==> config.mk <==
export PLATFORM = sky130hd
export DESIGN_NAME = dma_addr_gen_mc
export DESIGN_NICKNAME = d
export VERILOG_FILES = /design/src/rtl/dma_addr_gen_mc.sv
export SDC_FILE = /design/constraint.sdc
export NUM_CORES = 1
export LEC_CHECK = 0
export ABC_AREA = 1
export BUFFER_PORTS_ARGS = -buffer_cell sky130_fd_sc_hd__buf_2
export CAP_MARGIN = 0
export CORE_ASPECT_RATIO = 1.4
export CORE_UTILIZATION = 30
export CTS_CLUSTER_SIZE = 20
export DETAILED_ROUTE_END_ITERATION = 8
export SLEW_MARGIN = 40
export SYNTH_ARGS = -nofsm -noshare
export SYNTH_HDL_FRONTEND = slang
export SYNTH_SLANG_ARGS = --single-unit
==> constraint.sdc <==
create_clock -name clk -period 4.6 [get_ports clk]
set_input_delay 1.38 -clock clk [delete_from_list [all_inputs] [get_ports clk]]
set_output_delay 1.38 -clock clk [all_outputs]
set_load 0.1 [all_outputs]
==> src/rtl/dma_addr_gen_mc.sv <==
// dma_addr_gen_mc: multi-channel DMA address / word-count generator.
// Each channel has an address and word counter set that the host programs.
// Peripheral requests are arbitrated round-robin, and each transfer is
// presented to the peripheral with a valid/ack handshake.
module dma_addr_gen_mc #(
   parameter int unsigned W   = 8,
   parameter int unsigned NCH = 4,
   parameter int unsigned CHW = 2
) (
   input  logic           clk,
   input  logic           reset,
   input  logic           instr_v,
   input  logic [2:0]     instr,
   input  logic [CHW-1:0] ch_sel,
   input  logic [W-1:0]   datain,
   output logic [W-1:0]   dataout,
   output logic           oedata,
   input  logic [NCH-1:0] req,
   output logic [NCH-1:0] gnt,
   output logic [W-1:0]   address,
   output logic           valid,
   input  logic           xfer_ack,
   output logic [NCH-1:0] done,
   output logic           irq
);

   localparam logic [2:0] I_WRCR   = 3'd0;
   localparam logic [2:0] I_RDCR   = 3'd1;
   localparam logic [2:0] I_RDWC   = 3'd2;
   localparam logic [2:0] I_RDAC   = 3'd3;
   localparam logic [2:0] I_REINIT = 3'd4;
   localparam logic [2:0] I_LDAR   = 3'd5;
   localparam logic [2:0] I_LDWR   = 3'd6;
   localparam logic [2:0] I_EN     = 3'd7;

   typedef enum logic {IDLE, BUSY} state_t;

   state_t         state, state_nxt;
   logic [W-1:0]   ar [NCH];
   logic [W-1:0]   wr [NCH];
   logic [W-1:0]   ac [NCH];
   logic [W-1:0]   wc [NCH];
   logic [3:0]     cr [NCH];
   logic [NCH-1:0] run;
   logic [CHW-1:0] ptr, cur, pick;
   logic [NCH-1:0] elig;
   logic           found, start, ack_step, step_en, stp_done;
   logic [1:0]     cur_mode;
   logic [W-1:0]   ac_stp, wc_stp;

   // Word-counter value loaded on (re)initialisation: WR in counting modes, else 0.
   function automatic logic [W-1:0] wc_init(input logic [3:0] c, input logic [W-1:0] w);
      return (c[1:0] == 2'd0 || c[1:0] == 2'd3) ? w : '0;
   endfunction

   assign irq = |done;

   // Host read path: combinational readback of the selected channel.
   always_comb begin
      dataout = '0;
      oedata  = 1'b0;
      if (instr_v) begin
         case (instr)
            I_RDCR:  begin oedata = 1'b1; dataout = W'(cr[ch_sel]); end
            I_RDWC:  begin oedata = 1'b1; dataout = wc[ch_sel]; end
            I_RDAC:  begin oedata = 1'b1; dataout = ac[ch_sel]; end
            default: ;
         endcase
      end
   end

   // Eligibility and round-robin pick, starting just after the pointer.
   always_comb begin
      int unsigned j;
      j     = 0;
      found = 1'b0;
      pick  = '0;
      for (int unsigned i = 0; i < NCH; i++)
         elig[i] = run[i] & req[i] & ~(cr[i][1:0] == 2'd0 && wc[i] == '0);
      for (int unsigned k = 1; k <= NCH; k++) begin
         j = 32'(ptr) + k;
         if (j >= NCH) j = j - NCH;
         if (!found && elig[CHW'(j)]) begin
            found = 1'b1;
            pick  = CHW'(j);
         end
      end
   end

   // Next-state logic for the transfer handshake FSM.
   always_comb begin
      state_nxt = state;
      start     = 1'b0;
      ack_step  = 1'b0;
      case (state)
         IDLE: if (found) begin
            state_nxt = BUSY;
            start     = 1'b1;
         end
         BUSY: if (xfer_ack) begin
            state_nxt = IDLE;
            ack_step  = 1'b1;
         end
         default: state_nxt = IDLE;
      endcase
   end

   // Counter step for the granted channel; a host instruction on it wins.
   always_comb begin
      cur_mode = cr[cur][1:0];
      ac_stp   = cr[cur][2] ? ac[cur] - W'(1) : ac[cur] + W'(1);
      wc_stp   = wc[cur];
      stp_done = 1'b0;
      case (cur_mode)
         2'd0: begin wc_stp = wc[cur] - W'(1); stp_done = (wc[cur] == W'(1)); end
         2'd1: begin wc_stp = wc[cur] + W'(1); stp_done = (wc_stp == wr[cur]); end
         2'd2: stp_done = (ac_stp == wr[cur]);
         default: begin wc_stp = wc[cur] - W'(1); stp_done = (wc[cur] == '0); end
      endcase
      step_en = ack_step && !(instr_v && ch_sel == cur);
   end

   // FSM state register.
   always_ff @(posedge clk) begin
      if (reset) state <= IDLE;
      else       state <= state_nxt;
   end

   // Handshake outputs, granted channel and round-robin pointer.
   always_ff @(posedge clk) begin
      if (reset) begin
         valid   <= 1'b0;
         gnt     <= '0;
         address <= '0;
         cur     <= '0;
         ptr     <= CHW'(NCH - 1);
      end else if (start) begin
         valid   <= 1'b1;
         gnt     <= NCH'(1) << pick;
         address <= ac[pick];
         cur     <= pick;
      end else if (ack_step) begin
         valid   <= 1'b0;
         gnt     <= '0;
         ptr     <= cur;
      end
   end

   // Per-channel registers: host instructions, then transfer steps.
   always_ff @(posedge clk) begin
      if (reset) begin
         for (int unsigned i = 0; i < NCH; i++) begin
            ar[i] <= '0;
            wr[i] <= '0;
            ac[i] <= '0;
            wc[i] <= '0;
            cr[i] <= '0;
         end
         run  <= '0;
         done <= '0;
      end else begin
         for (int unsigned i = 0; i < NCH; i++) begin
            if (instr_v && ch_sel == CHW'(i)) begin
               case (instr)
                  I_WRCR:   begin cr[i] <= datain[3:0]; run[i] <= 1'b0; end
                  I_REINIT: begin ac[i] <= ar[i]; wc[i] <= wc_init(cr[i], wr[i]); done[i] <= 1'b0; end
                  I_LDAR:   begin ar[i] <= datain; ac[i] <= datain; end
                  I_LDWR:   begin wr[i] <= datain; wc[i] <= wc_init(cr[i], datain); done[i] <= 1'b0; end
                  I_EN:     run[i] <= 1'b1;
                  default:  ;
               endcase
            end else if (step_en && cur == CHW'(i)) begin
               if (stp_done) begin
                  done[i] <= 1'b1;
                  if (cr[i][3]) begin
                     ac[i] <= ar[i];
                     wc[i] <= wc_init(cr[i], wr[i]);
                  end else begin
                     ac[i]  <= ac_stp;
                     wc[i]  <= wc_stp;
                     run[i] <= 1'b0;
                  end
               end else begin
                  ac[i] <= ac_stp;
                  wc[i] <= wc_stp;
               end
            end
         end
      end
   end

endmodule
==> impl_metrics.env <==
export IMPL_path_cells="buf_2, inv_1, nand2_1, nor2_1, o21ai_0, nand3_1, nand2_1, inv_1, buf_12"
export IMPL_io_buffers=47
export IMPL_worst_path_dominant_cell_family="simple AND/OR/NAND/NOR gates"
export IMPL_whs_ns=0.460
export IMPL_cts_tree="done"
export IMPL_peakVddDrop_uv=365
export IMPL_synth_edf_count=144
export IMPL_path_clk_slew_ns=0.07
export IMPL_yosys_most_used_dff="edfxtp_1"
export IMPL_reg2reg_to="wc[2][1]$_SDFFCE_PN0P_"
export IMPL_ios=48
export IMPL_viasPerCell=5.42
export IMPL_first_pass_iters=9
export IMPL_grt_max_degree=42
export IMPL_instances_no_fill=2082
export IMPL_synth_simple_area_share_pct=33.2
export IMPL_synth_warnings=0
export IMPL_nets=1641
export IMPL_synth_seq_cells=172
export IMPL_fin_crit_sh_pct=98.6
export IMPL_syn_area_per_cell_um2=7.26
export IMPL_synth_top_family_by_area="simple AND/OR/NAND/NOR gates"
export IMPL_fp_dieW_um=166
export IMPL_design_die_area_um2=38600
export IMPL_drt_total_wl_um=42200
export IMPL_drc_errors=6
export IMPL_slowest_stage="nor2_1"
export IMPL_r2r_slack_ns=0.33
export IMPL_synth_xor_area_share_pct=0.386
export IMPL_crit_type="input pin to output pin"
export IMPL_ant_nets=0
export IMPL_worstSetupEndpointType="output pin"
export IMPL_power_density_nw_per_um2=633
export IMPL_worstPathRequired_ns=3.22
export IMPL_cts_sinks=172
export IMPL_cpPeakStageDelay_ns=0.47
export IMPL_placedCellCount=2050
export IMPL_hold_path_end="gnt[0]$_SDFFE_PP0P_"
export IMPL_wl_per_cell_um=20.3
export IMPL_p_leak_uw=0.00574
export IMPL_hold_start="gnt[0]$_SDFFE_PP0P_"
export IMPL_grt_pass1_vias=10600
export IMPL_start_util_pct=30.7
export IMPL_place_area_um2=12300
export IMPL_synth_fa_ha_area_share_pct=2.05
export IMPL_antenna_found_initial=0
export IMPL_failed_checks="DRC"
export IMPL_startpoint_type="input pin"
export IMPL_drv_slew=0
export IMPL_max_freq_mhz=221
export IMPL_drv_cap=0
export IMPL_drive_gt1_share_pct=9.47
export IMPL_dpl_hpwl_um=33100
export IMPL_hold_depth=2
export IMPL_arrival_ns=3.15
export IMPL_ys_types=47
export IMPL_min_path_type="flip-flop to flip-flop"
export IMPL_crit_buf_inv=4
export IMPL_power_uw=8140
export IMPL_tightest_slew_ns=0.906
export IMPL_rows=83
export IMPL_synth_compound_area_share_pct=12.4
export IMPL_seq_area_frac_synth_pct=43.1
export IMPL_slew_headroom_pct=38.9
export IMPL_finalHoldViolCount=0
export IMPL_skew_ns=0.0143
export IMPL_setup_viol=0
export IMPL_fin_setup_tns_ns=0
export IMPL_grt_setup_unrepaired="no"
export IMPL_crit_fanout=8
export IMPL_muxShareOfSynthArea_pct=0
export IMPL_worst_r2r_path_depth=21
export IMPL_final_area_um2=12900
export IMPL_gp_congestion=1.09
export IMPL_postSynthCellCount=1562
export IMPL_status="finished with violations"
export IMPL_area_growth_pct=13.4
export IMPL_syn_num_nets=1601
export IMPL_clock_latency_ns=0.46
export IMPL_coreArea_um2=37000
export IMPL_cts_hold_buf=0
export IMPL_fillerInstances=3949
export IMPL_htreeDepth=4
export IMPL_numCtsBuffers=17
export IMPL_clock_path_buffers=2
export IMPL_antenna_diode_count=0
export IMPL_netlist_area_um2=11300
export IMPL_vias=11300
export IMPL_period_minus_slack_ns=4.53
export IMPL_drt_iter0_markers=1217
export IMPL_async_reset_ff_share_pct=0
export IMPL_grtUsageTotal_pct=22.0
export IMPL_grt_ovfl_total=0
export IMPL_grt_pass1_wl_um=63500
export IMPL_root_buffer="clkbuf_16"
export IMPL_fp_dieH_um=232
==> synth_stat cells (4+ instances only) <==
cell      instances  area, um^2
nand2_1         416        1560
nand3_1         199         996
nor2_1          183         687
inv_1           176         661
edfxtp_1        144        4320
o21ai_0          92         460
a21oi_1          64         320
clkbuf_1         41         154
o22ai_1          35         219
dfxtp_1          28         561
nand4_1          19         119
ha_1             17         213
nor3_1           15        75.1
nand3b_1         11        82.6
a22oi_1          10        75.1
buf_2             9        45.0
inv_2             9        33.8
a32oi_1           8        70.1
a22o_1            7        61.3
clkinv_1          6        22.5
nand2_2           6        37.5
nand3_2           6        60.1
o21ai_1           6        30.0
buf_6             5        56.3
a21boi_0          4        30.0
o211ai_1          4        30.0
xor2_1            4        35.0
==> sequential cells by signal, indices dropped and copies added, names as in the netlist, named ones only <==
signal / count
valid: 1
ac: 32
address: 8
wc: 32
gnt: 4
state: 1
cr: 16
ar: 32
done: 4
ptr: 2
wr: 32
run: 4
cur: 2
==> per-layer routing <==
layer	part of all wire (%)	vias up	wire [um]	track usage, %
li1	-	5339	-	-
met1	38	5309	16200	25.2
met2	49	522	20900	38.7
met3	6.9	106	2910	3.53
met4	5.3	0	2230	13.1
met5	0	-	0	0
==> layout make-up <==
cell class                 count  area, um^2  area share, %
clock buffer                  17         425           3.31
tap                          467         584           4.54
inverter                     191         717           5.58
clock inverter                15         139           1.08
multi-input combinational   1138        5490           42.7
timing repair buffer          82         618           4.81
sequential                   172        4890           38.0
==> tightest hold or removal path, delay by kind of cell (launching register included) <==
family / cells / cell delay (ns)
compound gates: 1 / 0.05
simple gates: 1 / 0.05
flops: 1 / 0.31
==> worst max-delay path by stage <==
| stage | from | to | slack, ns | cells after the start |
|---|---|---|---|---|
| after CTS | ch_sel[1] | dataout[2] | 0.04 | 10 |
| after global routing | instr[2] | dataout[1] | 0.008 | 9 |
| final | instr[2] | dataout[1] | 0.07 | 9 |
| after global placement | ch_sel[1] | dataout[2] | 0.008 | 10 |
| after floorplan | ch_sel[1] | dataout[4] | -0.02 | 7 |
| after detailed placement | ch_sel[1] | dataout[2] | 0.05 | 10 |
==> layout by cell type (no fill, tap or decap), types with 4 or more instances in the layout <==
master and count:
nand2_2 6, xor2_1 4, o21ai_1 6, o21ai_0 92, buf_12 8, inv_1 173
nand3_2 6, buf_4 35, ha_1 17, a22o_1 7, clkinv_1 8, buf_2 39
inv_2 11, nand3_1 199, edfxtp_1 144, o22ai_1 35, a32oi_1 8, inv_6 4
a22oi_1 10, clkbuf_16 17, dfxtp_1 27, nand3b_1 11, o211ai_1 4, a21oi_1 60
a21boi_0 4, nand4_1 19, nand2_1 416, nor3_1 14, nor2_1 183
==> logic make-up after synthesis <==
group                    count (synthesis)
flip-flops                             172
buffers and inverters                  252
AO/OA/AOI/OAI                          242
adder cells (fa/ha/maj)                 18
XOR/XNOR                                 5
AND/OR/NAND/NOR                        873
==> timing repair <==
item | in CTS | in global routing
setup endpoints to repair | 0 | 3
setup buffers | 0 | 0
gates resized for setup | 0 | 1
==> through the flow <==
| step | utilization, % | setup slack, ns |
|---|---|---|
| 6_report | 34.8 | 0.0656 |
| 5_1_grt | 34.8 | 0.00844 |
| 4_1_cts | 34.8 | 0.0413 |
| 3_5_place_dp | 33.3 | 0.0467 |
| 3_3_place_gp | 33.3 | 0.00777 |
| 2_1_floorplan | - | -0.0165 |
==> power by group <==
group / total, uW / switching, uW / internal (uW)
combinational: 4740 / 3560 / 1190
sequential: 1980 / 121 / 1860
clock: 1410 / 662 / 752
(Power assumes the default switching activity.)
